[config.mk]
export PLATFORM = sky130hd
export DESIGN_NAME = backdoor_scheduler
export DESIGN_NICKNAME = d
export VERILOG_FILES = /design/src/rtl/backdoor_scheduler.sv
export SDC_FILE = /design/constraint.sdc
export NUM_CORES = 1
export LEC_CHECK = 0
export BUFFER_PORTS_ARGS = -buffer_cell sky130_fd_sc_hd__buf_2
export CAP_MARGIN = 20
export CORE_AREA = 2 2 160 162
export CTS_BUF_LIST = sky130_fd_sc_hd__clkbuf_8
export DETAILED_ROUTE_END_ITERATION = 16
export DIE_AREA = 0 0 162 164
export GPL_TIMING_DRIVEN = 0
export PLACE_DENSITY = 0.57
export SLEW_MARGIN = 20
export SYNTH_ARGS = -nofsm -noshare
export SYNTH_HDL_FRONTEND = slang
export SYNTH_SLANG_ARGS = --single-unit
[constraint.sdc]
create_clock -name clk_i -period 3 [get_ports clk_i]
set_input_delay 0.3 -clock clk_i [delete_from_list [all_inputs] [get_ports clk_i]]
set_output_delay 0.3 -clock clk_i [all_outputs]
set_load 0.005 [all_outputs]
[src/rtl/backdoor_scheduler.sv]
`default_nettype none
// +----------------------------------------------------------------------------+
// | Module : backdoor_scheduler                                                |
// | Purpose: Gives a Wishbone host access to the backdoor ports of the ROM/RAM |
// |          chips sharing the 4-bit bus. The CPU and bus chips are frozen via |
// |          halt at an instruction-cycle boundary, one access is forwarded    |
// |          to the selected target, and halt is released after an idle window.|
// | Ports  : clk_i, rst_ni (async, active-low)                                 |
// |          sync_i            CPU end-of-instruction-cycle pulse              |
// |          halt_o, busy_o    freeze request (registered) / non-idle flag     |
// |          wb_*_i / wb_*_o   host Wishbone slave side                        |
// |          t_cyc_o (one-hot), t_stb_o, t_we_o, t_addr_o, t_data_o           |
// |          t_data_i (32 bits per target), t_ack_i (per target)              |
// | Rev    : 1.0  initial release                                              |
// +----------------------------------------------------------------------------+
module backdoor_scheduler #(
  parameter int NUM_TARGETS = 7,
  parameter int SEL_LSB     = 24,
  parameter int SYNC_WAIT   = 16,
  parameter int SETTLE      = 2,
  parameter int TIMEOUT     = 15,
  parameter int LINGER      = 8
) (
  input  logic                      clk_i,
  input  logic                      rst_ni,
  input  logic                      sync_i,
  output logic                      halt_o,
  output logic                      busy_o,
  input  logic                      wb_cyc_i,
  input  logic                      wb_stb_i,
  input  logic                      wb_we_i,
  input  logic [31:0]               wb_addr_i,
  input  logic [31:0]               wb_data_i,
  output logic [31:0]               wb_data_o,
  output logic                      wb_ack_o,
  output logic                      wb_err_o,
  output logic [NUM_TARGETS-1:0]    t_cyc_o,
  output logic                      t_stb_o,
  output logic                      t_we_o,
  output logic [31:0]               t_addr_o,
  output logic [31:0]               t_data_o,
  input  logic [32*NUM_TARGETS-1:0] t_data_i,
  input  logic [NUM_TARGETS-1:0]    t_ack_i
);

  // One shared counter serves every timed state; size it for the longest wait.
  localparam int MAX_A   = (SYNC_WAIT > TIMEOUT) ? SYNC_WAIT : TIMEOUT;
  localparam int MAX_B   = (LINGER > SETTLE) ? LINGER : SETTLE;
  localparam int CNT_MAX = (MAX_A > MAX_B) ? MAX_A : MAX_B;
  localparam int CNT_W   = $clog2(CNT_MAX + 1);

  localparam logic [CNT_W-1:0] CNT_ONE     = CNT_W'(1);
  localparam logic [CNT_W-1:0] CNT_SAT     = {CNT_W{1'b1}};
  localparam logic [CNT_W-1:0] SYNC_LAST   = CNT_W'(SYNC_WAIT - 1);
  localparam logic [CNT_W-1:0] SETTLE_LAST = CNT_W'(SETTLE - 1);
  localparam logic [CNT_W-1:0] TMO_LAST    = CNT_W'(TIMEOUT - 1);
  localparam logic [CNT_W-1:0] LINGER_LAST = CNT_W'(LINGER - 1);

  localparam logic [2:0] ST_IDLE      = 3'd0;
  localparam logic [2:0] ST_WAIT_SYNC = 3'd1;
  localparam logic [2:0] ST_SETTLE    = 3'd2;
  localparam logic [2:0] ST_ACCESS    = 3'd3;
  localparam logic [2:0] ST_RESP      = 3'd4;
  localparam logic [2:0] ST_LINGER    = 3'd5;

  logic [2:0]             state_q, state_d;
  logic [CNT_W-1:0]       cnt_q, cnt_d;
  logic [31:0]            addr_q, addr_d;
  logic [31:0]            data_q, data_d;
  logic                   we_q, we_d;
  logic [2:0]             sel_q, sel_d;
  logic                   halt_q, halt_d;
  logic                   wb_ack_q, wb_ack_d;
  logic                   wb_err_q, wb_err_d;
  logic [31:0]            wb_data_q, wb_data_d;
  logic [NUM_TARGETS-1:0] t_cyc_q, t_cyc_d;
  logic                   t_stb_q, t_stb_d;

  logic                   req;
  logic                   sel_ok_q, sel_ok_d;
  logic                   ack_hit;
  logic                   resp_ok, resp_err;
  logic [31:0]            rdata;
  logic [NUM_TARGETS-1:0] onehot_d;

  // Requests are only taken while no access is outstanding.
  assign req = wb_cyc_i & wb_stb_i & ((state_q == ST_IDLE) | (state_q == ST_LINGER));

  assign sel_ok_q = ({29'd0, sel_q} < 32'(NUM_TARGETS));
  assign sel_ok_d = ({29'd0, sel_d} < 32'(NUM_TARGETS));

  // Decode from the next-cycle select so a LINGER->ACCESS shortcut drives the
  // freshly accepted target on its first ACCESS cycle.
  for (genvar k = 0; k < NUM_TARGETS; k++) begin : g_onehot
    assign onehot_d[k] = (sel_d == 3'(k));
  end

  // t_cyc_q is the live one-hot target select during ACCESS, so it directly
  // gates which ack and which read slice are honoured.
  assign ack_hit = |(t_ack_i & t_cyc_q);

  always_comb begin
    rdata = '0;
    for (int k = 0; k < NUM_TARGETS; k++) begin
      if (t_cyc_q[k]) rdata = rdata | t_data_i[32*k +: 32];
    end
  end

  // State register
  always_ff @(posedge clk_i or negedge rst_ni) begin
    if (!rst_ni) begin
      state_q   <= ST_IDLE;
      cnt_q     <= '0;
      addr_q    <= '0;
      data_q    <= '0;
      we_q      <= 1'b0;
      sel_q     <= '0;
      halt_q    <= 1'b0;
      wb_ack_q  <= 1'b0;
      wb_err_q  <= 1'b0;
      wb_data_q <= '0;
      t_cyc_q   <= '0;
      t_stb_q   <= 1'b0;
    end else begin
      state_q   <= state_d;
      cnt_q     <= cnt_d;
      addr_q    <= addr_d;
      data_q    <= data_d;
      we_q      <= we_d;
      sel_q     <= sel_d;
      halt_q    <= halt_d;
      wb_ack_q  <= wb_ack_d;
      wb_err_q  <= wb_err_d;
      wb_data_q <= wb_data_d;
      t_cyc_q   <= t_cyc_d;
      t_stb_q   <= t_stb_d;
    end
  end

  // Next-state logic
  always_comb begin
    state_d  = state_q;
    cnt_d    = cnt_q;
    addr_d   = addr_q;
    data_d   = data_q;
    we_d     = we_q;
    sel_d    = sel_q;
    resp_ok  = 1'b0;
    resp_err = 1'b0;

    if (req) begin
      addr_d = wb_addr_i;
      data_d = wb_data_i;
      we_d   = wb_we_i;
      sel_d  = wb_addr_i[SEL_LSB+2:SEL_LSB];
    end

    case (state_q)
      ST_IDLE: begin
        if (req) state_d = ST_WAIT_SYNC;
      end
      ST_WAIT_SYNC: begin
        // Giving up on sync after SYNC_WAIT cycles covers a CPU held in reset.
        if (!wb_cyc_i)                              state_d = ST_IDLE;
        else if (sync_i || (cnt_q == SYNC_LAST))    state_d = ST_SETTLE;
      end
      ST_SETTLE: begin
        if (!wb_cyc_i)                  state_d = ST_LINGER;
        else if (cnt_q == SETTLE_LAST)  state_d = ST_ACCESS;
      end
      ST_ACCESS: begin
        if (!wb_cyc_i) begin
          state_d = ST_LINGER;
        end else if (!sel_ok_q) begin
          state_d  = ST_RESP;
          resp_err = 1'b1;
        end else if (ack_hit) begin
          state_d = ST_RESP;
          resp_ok = 1'b1;
        end else if (cnt_q == TMO_LAST) begin
          state_d  = ST_RESP;
          resp_err = 1'b1;
        end
      end
      ST_RESP: begin
        state_d = ST_LINGER;
      end
      ST_LINGER: begin
        if (req)                        state_d = ST_ACCESS;
        else if (cnt_q == LINGER_LAST)  state_d = ST_IDLE;
      end
      default: state_d = ST_IDLE;
    endcase

    // Counter restarts on every state change and saturates otherwise.
    if (state_d != state_q)  cnt_d = '0;
    else if (cnt_q != CNT_SAT) cnt_d = cnt_q + CNT_ONE;
  end

  // Output logic (values registered on the edge entering the next state)
  always_comb begin
    halt_d    = (state_d == ST_SETTLE) || (state_d == ST_ACCESS) ||
                (state_d == ST_RESP)   || (state_d == ST_LINGER);
    t_cyc_d   = (state_d == ST_ACCESS) ? onehot_d : '0;
    t_stb_d   = (state_d == ST_ACCESS) && sel_ok_d;
    wb_ack_d  = resp_ok;
    wb_err_d  = resp_err;
    wb_data_d = wb_data_q;
    if (resp_ok)       wb_data_d = we_q ? 32'd0 : rdata;
    else if (resp_err) wb_data_d = 32'd0;
  end

  assign halt_o    = halt_q;
  assign busy_o    = (state_q != ST_IDLE);
  assign wb_ack_o  = wb_ack_q;
  assign wb_err_o  = wb_err_q;
  assign wb_data_o = wb_data_q;
  assign t_cyc_o   = t_cyc_q;
  assign t_stb_o   = t_stb_q;
  assign t_we_o    = we_q;
  assign t_addr_o  = addr_q;
  assign t_data_o  = data_q;

endmodule
`default_nettype wire

==> Flow_metrics.wiki, run 1 <==
{| class="wikitable"
! Metric !! Value
|-
| Final weighted congestion in routability-driven placement || around 0.95
|-
| Yosys Warn Count || 0
|-
| Number of vias after detailed routing || roughly 6.4k
|-
| Aggregate global-route resource usage || 0.206
|-
| Area of the die || 26600 µm²
|-
| Average detailed-routed wire length per instance || 22.9 µm
|-
| Worst vdd rail ir drop || between 0.3 and 0.4 mV
|-
| Most frequent cells in the layout || sky130_fd_sc_hd__buf_2, sky130_fd_sc_hd__dfrtp_1, sky130_fd_sc_hd__a22oi_1
|-
| Portion of the clock cycle consumed by the worst path in the final layout || 0.822
|-
| Post-synthesis cell count || between 400 and 500
|-
| CTS root buf || sky130_fd_sc_hd__clkbuf_8
|-
| Total count of hold-check failures in the final report || 0
|-
| Die Y || 164 µm
|-
| Worst min-delay path class || primary input to flip-flop
|-
| Clk Latency, worst-skew pair || about 430 ps
|-
| Number of global-route vias before repair || approximately 6.4k
|-
| Pwr per Cell Area || 710 nW/µm²
|-
| CP Data Arrival Time || 2820 ps
|-
| Placed Cells incl. Taps || 1227
|-
| Final HPWL DP || 23.0 mm
|-
| Post-Layout Cell Count || 1261
|-
| Layout net count || 1223
|-
| FMAX || between 0.4 and 0.5 GHz
|-
| Max capacitance violation total || 0
|-
| CTS H-Tree Depth || 4
|-
| Startpoint types || flip-flop
|-
| Post-detailed-route DRC marker count || 0
|-
| Mapped Avg Cell Area || 12.0 µm²
|-
| Core box area || 24800 µm²
|-
| WS Path Type || flip-flop to flip-flop
|-
| Number of routed nets with antenna violations || 0
|-
| Quantity of I/O buffers inserted on ports || 408
|-
| Share of post-route cells with drive strength above 1 || 0.572
|-
| Final Routed Wirelength || 28.9 mm
|-
| Worst setup slack after layout || 534 ps
|-
| Post-synthesis sequential area ratio || 0.509
|-
| Most common library cell in the layout ignoring fill and taps || sky130_fd_sc_hd__buf_2
|-
| Result of the run || finished, final reports clean
|-
| First-pass DRT Iterations || 8
|-
| Antenna violations before repair || 3
|-
| Site Rows || 58
|-
| Number of setup violations in the final report || 0
|-
| Remaining Overflow, GRT || 0
|-
| Highest net fanout along the worst path || 10
|-
| Vias per Instance || 5.06
|-
| Setup Buffers After CTS || 0
|-
| Max_slew headroom || 0.445
|-
| Final Max Slew Viols || 0
|-
| Endpoint required time on the critical path || between 3000 and 4000 ps
|-
| Worst slack, placed || around 570 ps
|-
| Net count of the mapped netlist || a little under 800
|-
| Worst-path clk slew || 90 ps
|-
| CP Capture Type || flip-flop
|-
| X dimension of the die || 162 µm
|-
| Area occupied by registers || 2980 µm²
|-
| Clock Tree Buf Depth || 2
|-
| PostCTS Resize Cnt || 0
|-
| Maximum number of pins on one net before global-route repair || 67
|-
| Filler Cell Count || 2598
|-
| CTS tree || built
|-
| DRC violation total after the first TritonRoute iteration || 734
|-
| Initial Util || 0.236
|-
| Global-route wire length before repair || 40.1 mm
|-
| Count of different cell masters after synthesis || 44
|-
| Transition time at the pin with the least slew margin || ~830 ps
|-
| Area added between synthesis and finish || 49.4%
|-
| Cts bufs inserted || 17
|-
| Setup repair after global routing missed its margin || false
|-
| Clk sink count || about 120
|-
| Area of combinational cells with multiple inputs || 2590 µm²
|-
| Mapped cell area || 5850 µm²
|-
| Static leakage || 4.41 nW
|-
| IO Count || 410
|-
| FF+latch count, synth || between 100 and 150
|-
| Total power consumption of the routed design || between 6 and 7 mW
|-
| Setup clock skew after layout || about 21 ps
|-
| Tmin final || around 2500 ps
|}
==> synthesized netlist by cell type, drive strengths merged <==
cell	instances	area (µm²)
mux2i	4	40.0
nand2	8	30.0
dfrtp	119	2980
a221o	1	10.0
ha	5	62.6
and4	1	11.3
o211ai	2	15.0
and3b	1	8.76
nor3	3	20.0
xnor2	1	8.76
nand3	37	195
o221ai	1	8.76
clkbuf	29	109
nor4	8	50.1
nor2	6	22.5
or3	1	6.26
nor4bb	1	10.0
a21oi	10	50.1
a222oi	33	330
a311oi	1	8.76
inv	10	37.5
or2	1	6.26
o32ai	1	8.76
o2111ai	1	15.0
nor2b	2	20.0
o21ai	3	15.0
buf	17	129
o31ai	1	7.51
nand2b	4	25.0
nand3b	1	7.51
and3	3	18.8
o22ai	2	12.5
nand4b	2	17.5
a22o	32	280
a22oi	67	503
o22a	1	8.76
mux2	65	732
xor2	3	26.3
==> flip-flops by register name (all words and copies together), names as in the netlist <==
name / flops
t_cyc_o: 7
t_we_o: 1
halt_o: 1
wb_err_o: 1
wb_ack_o: 1
t_data_o: 32
wb_data_o: 32
t_stb_o: 1
state_q: 3
sel_q: 3
cnt_q: 5
t_addr_o: 32
==> repair_timing <==
action                                  CTS  global route
hold buffers                              1             0
endpoints found under the setup margin    0             0
hold endpoints to repair                 53             0
==> metal layers <==
layer | vias to the layer above | part of all wire | GRT usage
met2 | 430 | 0.48 | 0.342
li1 | 2814 | - | -
met3 | 43 | 0.083 | 0.0520
met5 | - | 0.00062 | 0
met4 | 2 | 0.026 | 0.0756
met1 | 3087 | 0.41 | 0.260
==> final cells by class <==
type,count,area share
Multi-Input combinational cell,313,0.297
Timing Repair Buffer,410,0.239
Sequential cell,119,0.341
Clock buffer,17,0.0268
Clock inverter,14,0.0165
Buffer,46,0.0272
Tap cell,330,0.0473
Antenna cell,2,0.000573
Inverter,10,0.00430
==> worst max-delay path, stage by stage (launching register included) <==
cell,delay (ps)
sky130_fd_sc_hd__dfrtp_1,400
sky130_fd_sc_hd__clkbuf_1,280
sky130_fd_sc_hd__a222oi_1,430
sky130_fd_sc_hd__nand3_2,260
sky130_fd_sc_hd__o22a_1,260
sky130_fd_sc_hd__o2111ai_2,220
sky130_fd_sc_hd__buf_2,350
sky130_fd_sc_hd__a22o_1,200
==> report_power, final <==
group	internal (mW)	switching, mW
clock	0.676	0.771
sequential	2.13	0.283
combinational	1.19	1.16
total	3.99	2.21
==> cell families (layout without fill, tap and decap cells) <==
group                    Yosys count  after routing  share of synthesized area
multiplexers                      69             69                      0.132
AO/OA/AOI/OAI                    156            156                      0.218
buffers and inverters             56            497                     0.0471
AND/OR/NAND/NOR                   79             79                     0.0768
other                              0              2                          0
flip-flops                       119            119                      0.509
XOR/XNOR                           4              4                    0.00599
adder cells (fa/ha/maj)            5              5                     0.0107
==> through the flow <==
step	utilization	TNS, ps	instance area [µm²]	hold WS [ps]
final	0.352	0	8730	88.4
after global routing	0.352	0	8730	58.6
after CTS	0.352	0	8730	53.7
after global placement	0.334	-4230	8300	485
after detailed placement	0.336	0	8340	253
after floorplan	-	0	5850	4.41
==> path summary, 6_finish.rpt <==
kind | cells past startpoint | slack [ps] | start | to
setup / recovery | 7 | 530 | t_cyc_o[2]$_DFF_PN0_ | wb_data_o[4]$_DFFE_PN0P_
hold / removal | 2 | 90 | wb_addr_i[16] | t_addr_o[16]$_DFFE_PN0N_
setup reg to reg | 7 | 530 | t_cyc_o[2]$_DFF_PN0_ | wb_data_o[4]$_DFFE_PN0P_
hold reg to reg | 1 | 510 | t_data_o[26]$_DFFE_PN0N_ | t_data_o[26]$_DFFE_PN0N_
max in group asynchronous | 3 | 1930 | rst_ni | t_addr_o[30]$_DFFE_PN0N_
min in group asynchronous | 2 | 370 | rst_ni | wb_data_o[28]$_DFFE_PN0P_
Note: power is estimated with default switching activity, not from simulation.
==> inputs of run 2 (changes only) <==
- CORE_AREA: 2 2 160 162 -> 2 2 159 161
- DIE_AREA: 0 0 162 164 -> 0 0 161 163
- PLACE_DENSITY: 0.57 -> 0.59
- clock period: 3 -> 2.2 ns (I/O delays scaled with it)
==> Flow_metrics.wiki, run 2 (synthesized netlist as in run 1, its figures left out) <==
{| class="wikitable"
! Metric !! Value
|-
| Result of the run || finished, final reports clean
|-
| Worst min-delay path class || primary input to flip-flop
|-
| Clock Tree Buf Depth || 2
|-
| Final HPWL DP || approximately 23 mm
|-
| Vias per Instance || ~5
|-
| Worst hold start || wb_data_i[27]
|-
| Startpoint types || flip-flop
|-
| Total count of hold-check failures in the final report || 0
|-
| Placed Cells incl. Taps || 1227
|-
| Endpoint required time on the critical path || approximately 2500 ps
|-
| Share of post-route cells with drive strength above 1 || 0.575
|-
| CP Data Arrival Time || 2410 ps
|-
| Aggregate global-route resource usage || 0.218
|-
| Worst vdd rail ir drop || between 0.6 and 0.7 mV
|-
| Filler Cell Count || 2456
|-
| Highest net fanout along the worst path || 8
|-
| Die Y || approximately 160 µm
|-
| Clk Latency, worst-skew pair || 430 ps
|-
| CP Capture Type || flip-flop
|-
| Final weighted congestion in routability-driven placement || 0.907
|-
| DRC violation total after the first TritonRoute iteration || between 700 and 800
|-
| Max_slew headroom || 0.348
|-
| Quantity of I/O buffers inserted on ports || 408
|-
| Final Routed Wirelength || 30.3 mm
|-
| Number of routed nets with antenna violations || 0
|-
| IO Count || 410
|-
| Final Max Slew Viols || 0
|-
| CTS root buf || sky130_fd_sc_hd__clkbuf_8
|-
| Initial Util || 0.237
|-
| Most frequent cells in the layout || sky130_fd_sc_hd__buf_2, sky130_fd_sc_hd__dfrtp_1, sky130_fd_sc_hd__a22oi_1
|-
| Worst setup startpoint || cnt_q[0]$_DFFE_PN0P_
|-
| Static leakage || 4.78 nW
|-
| Total negative slack || 0 ps
|-
| Post-Layout Cell Count || around 1.3k
|-
| Most common library cell in the layout ignoring fill and taps || sky130_fd_sc_hd__buf_2
|-
| Remaining Overflow, GRT || 0
|-
| Layout net count || 1287
|-
| Transition time at the pin with the least slew margin || 979 ps
|-
| Share of the core filled with cells || 0.391
|-
| Cts bufs inserted || 17
|-
| Launch point of the worst reg-to-reg path || cnt_q[0]$_DFFE_PN0P_
|-
| First-pass DRT Iterations || 8
|-
| Average detailed-routed wire length per instance || 22.9 µm
|-
| Site Rows || 58
|-
| CTS H-Tree Depth || 4
|-
| Clk sink count || about 120
|-
| Portion of the clock cycle consumed by the worst path in the final layout || 0.955
|-
| FMAX || 0.476 GHz
|-
| Number of global-route vias before repair || 6724
|-
| Post-detailed-route DRC marker count || 0
|-
| Area added between synthesis and finish || 64.9%
|-
| Number of vias after detailed routing || approximately 6.7k
|-
| Area of the die || between 20000 and 30000 µm²
|-
| Pwr per Cell Area || 963 nW/µm²
|-
| Tmin final || 2100 ps
|-
| Worst Hold Margin || 33.8 ps
|-
| Global-route wire length before repair || approximately 42 mm
|-
| Setup clock skew after layout || around 21 ps
|-
| Number of setup violations in the final report || 0
|-
| Antenna violations before repair || 4
|-
| Max capacitance violation total || 0
|-
| X dimension of the die || 161 µm
|-
| Core box area || about 25000 µm²
|-
| WS Path Type || flip-flop to flip-flop
|-
| CTS tree || built
|-
| Worst-path clk slew || 90 ps
|-
| Maximum number of pins on one net before global-route repair || between 70 and 80
|}
==> run 2: changes by cell type in the layout (fill, tap and decap cells not counted), moves of 3 or more <==
cell,before,now
sky130_fd_sc_hd__dlygate4sd3_1,1,52
sky130_fd_sc_hd__buf_4,5,20
sky130_fd_sc_hd__nor4_1,8,1
sky130_fd_sc_hd__nor4_2,0,6
sky130_fd_sc_hd__clkbuf_1,29,24
sky130_fd_sc_hd__a21oi_1,10,6
sky130_fd_sc_hd__a21oi_2,0,4
sky130_fd_sc_hd__buf_2,414,411
==> run 2: area by class of cell <==
cell class / count / area, µm² / share of cell area
tap: 330 / 413 / 0.0428
clock buffer: 18 / 248 / 0.0257
timing repair buffer: 479 / 2760 / 0.287
inverter: 10 / 37.5 / 0.00389
multi-input combinational: 313 / 2760 / 0.287
buffer: 41 / 244 / 0.0253
clock inverter: 14 / 185 / 0.0192
sequential: 119 / 2980 / 0.309
antenna: 3 / 7.51 / 0.000779
==> run 2: worst paths after layout <==
check | endpoint | depth (start not counted) | slack [ps]
worst max-delay path | wb_data_o[26]$_DFFE_PN0P_ | 10 | 100
worst min-delay path | t_data_o[27]$_DFFE_PN0N_ | 2 | 30
worst max register to register | wb_data_o[26]$_DFFE_PN0P_ | 10 | 100
worst min register to register | t_data_o[26]$_DFFE_PN0N_ | 1 | 500
max in group asynchronous | t_addr_o[24]$_DFFE_PN0N_ | 3 | 1160
min in group asynchronous | wb_data_o[26]$_DFFE_PN0P_ | 2 | 290
==> run 2: power breakdown <==
| group | internal (mW) | switching [mW] |
|---|---|---|
| Sequential | 2.90 | 0.409 |
| Clock | 1.18 | 1.06 |
| Combinational | 1.89 | 1.84 |
==> run 2: critical path, cell delays in order (launching register included) <==
cell and delay, ps:
sky130_fd_sc_hd__dfrtp_1 400, sky130_fd_sc_hd__buf_4 150, sky130_fd_sc_hd__inv_1 50, sky130_fd_sc_hd__ha_1 130
sky130_fd_sc_hd__nand4b_1 160, sky130_fd_sc_hd__nand3_1 170, sky130_fd_sc_hd__o22a_1 210, sky130_fd_sc_hd__o2111ai_4 130
sky130_fd_sc_hd__buf_12 190, sky130_fd_sc_hd__buf_2 150, sky130_fd_sc_hd__a22o_1 240
==> run 2: per-layer routing <==
metal  vias to the layer above  wire length, µm  track usage
met1                      3293            12200        0.272
met4                         0              927       0.0795
met2                       452            14500        0.358
met5                         -                0            0
li1                       2940                -            -
met3                        53             2780       0.0632
==> run 2: metrics by stage <==
step / total power [mW] / instance area, µm² / setup WS (ps)
2_1_floorplan: 5.00 / 5850 / 141
3_3_place_gp: 6.48 / 8300 / -782
3_5_place_dp: 6.54 / 8340 / -253
4_1_cts: 9.10 / 9360 / 6.87
5_1_grt: 9.86 / 9640 / -46.6
6_report: 9.28 / 9640 / 98.7
==> run 2: repair_timing <==
item	4_1_cts	5_1_grt
pin swaps	4	16
setup endpoints to repair	93	94
hold buffers	48	4
resized for setup	17	22
gates cloned	0	3
buffers inserted	4	11
hold endpoints to repair	89	4
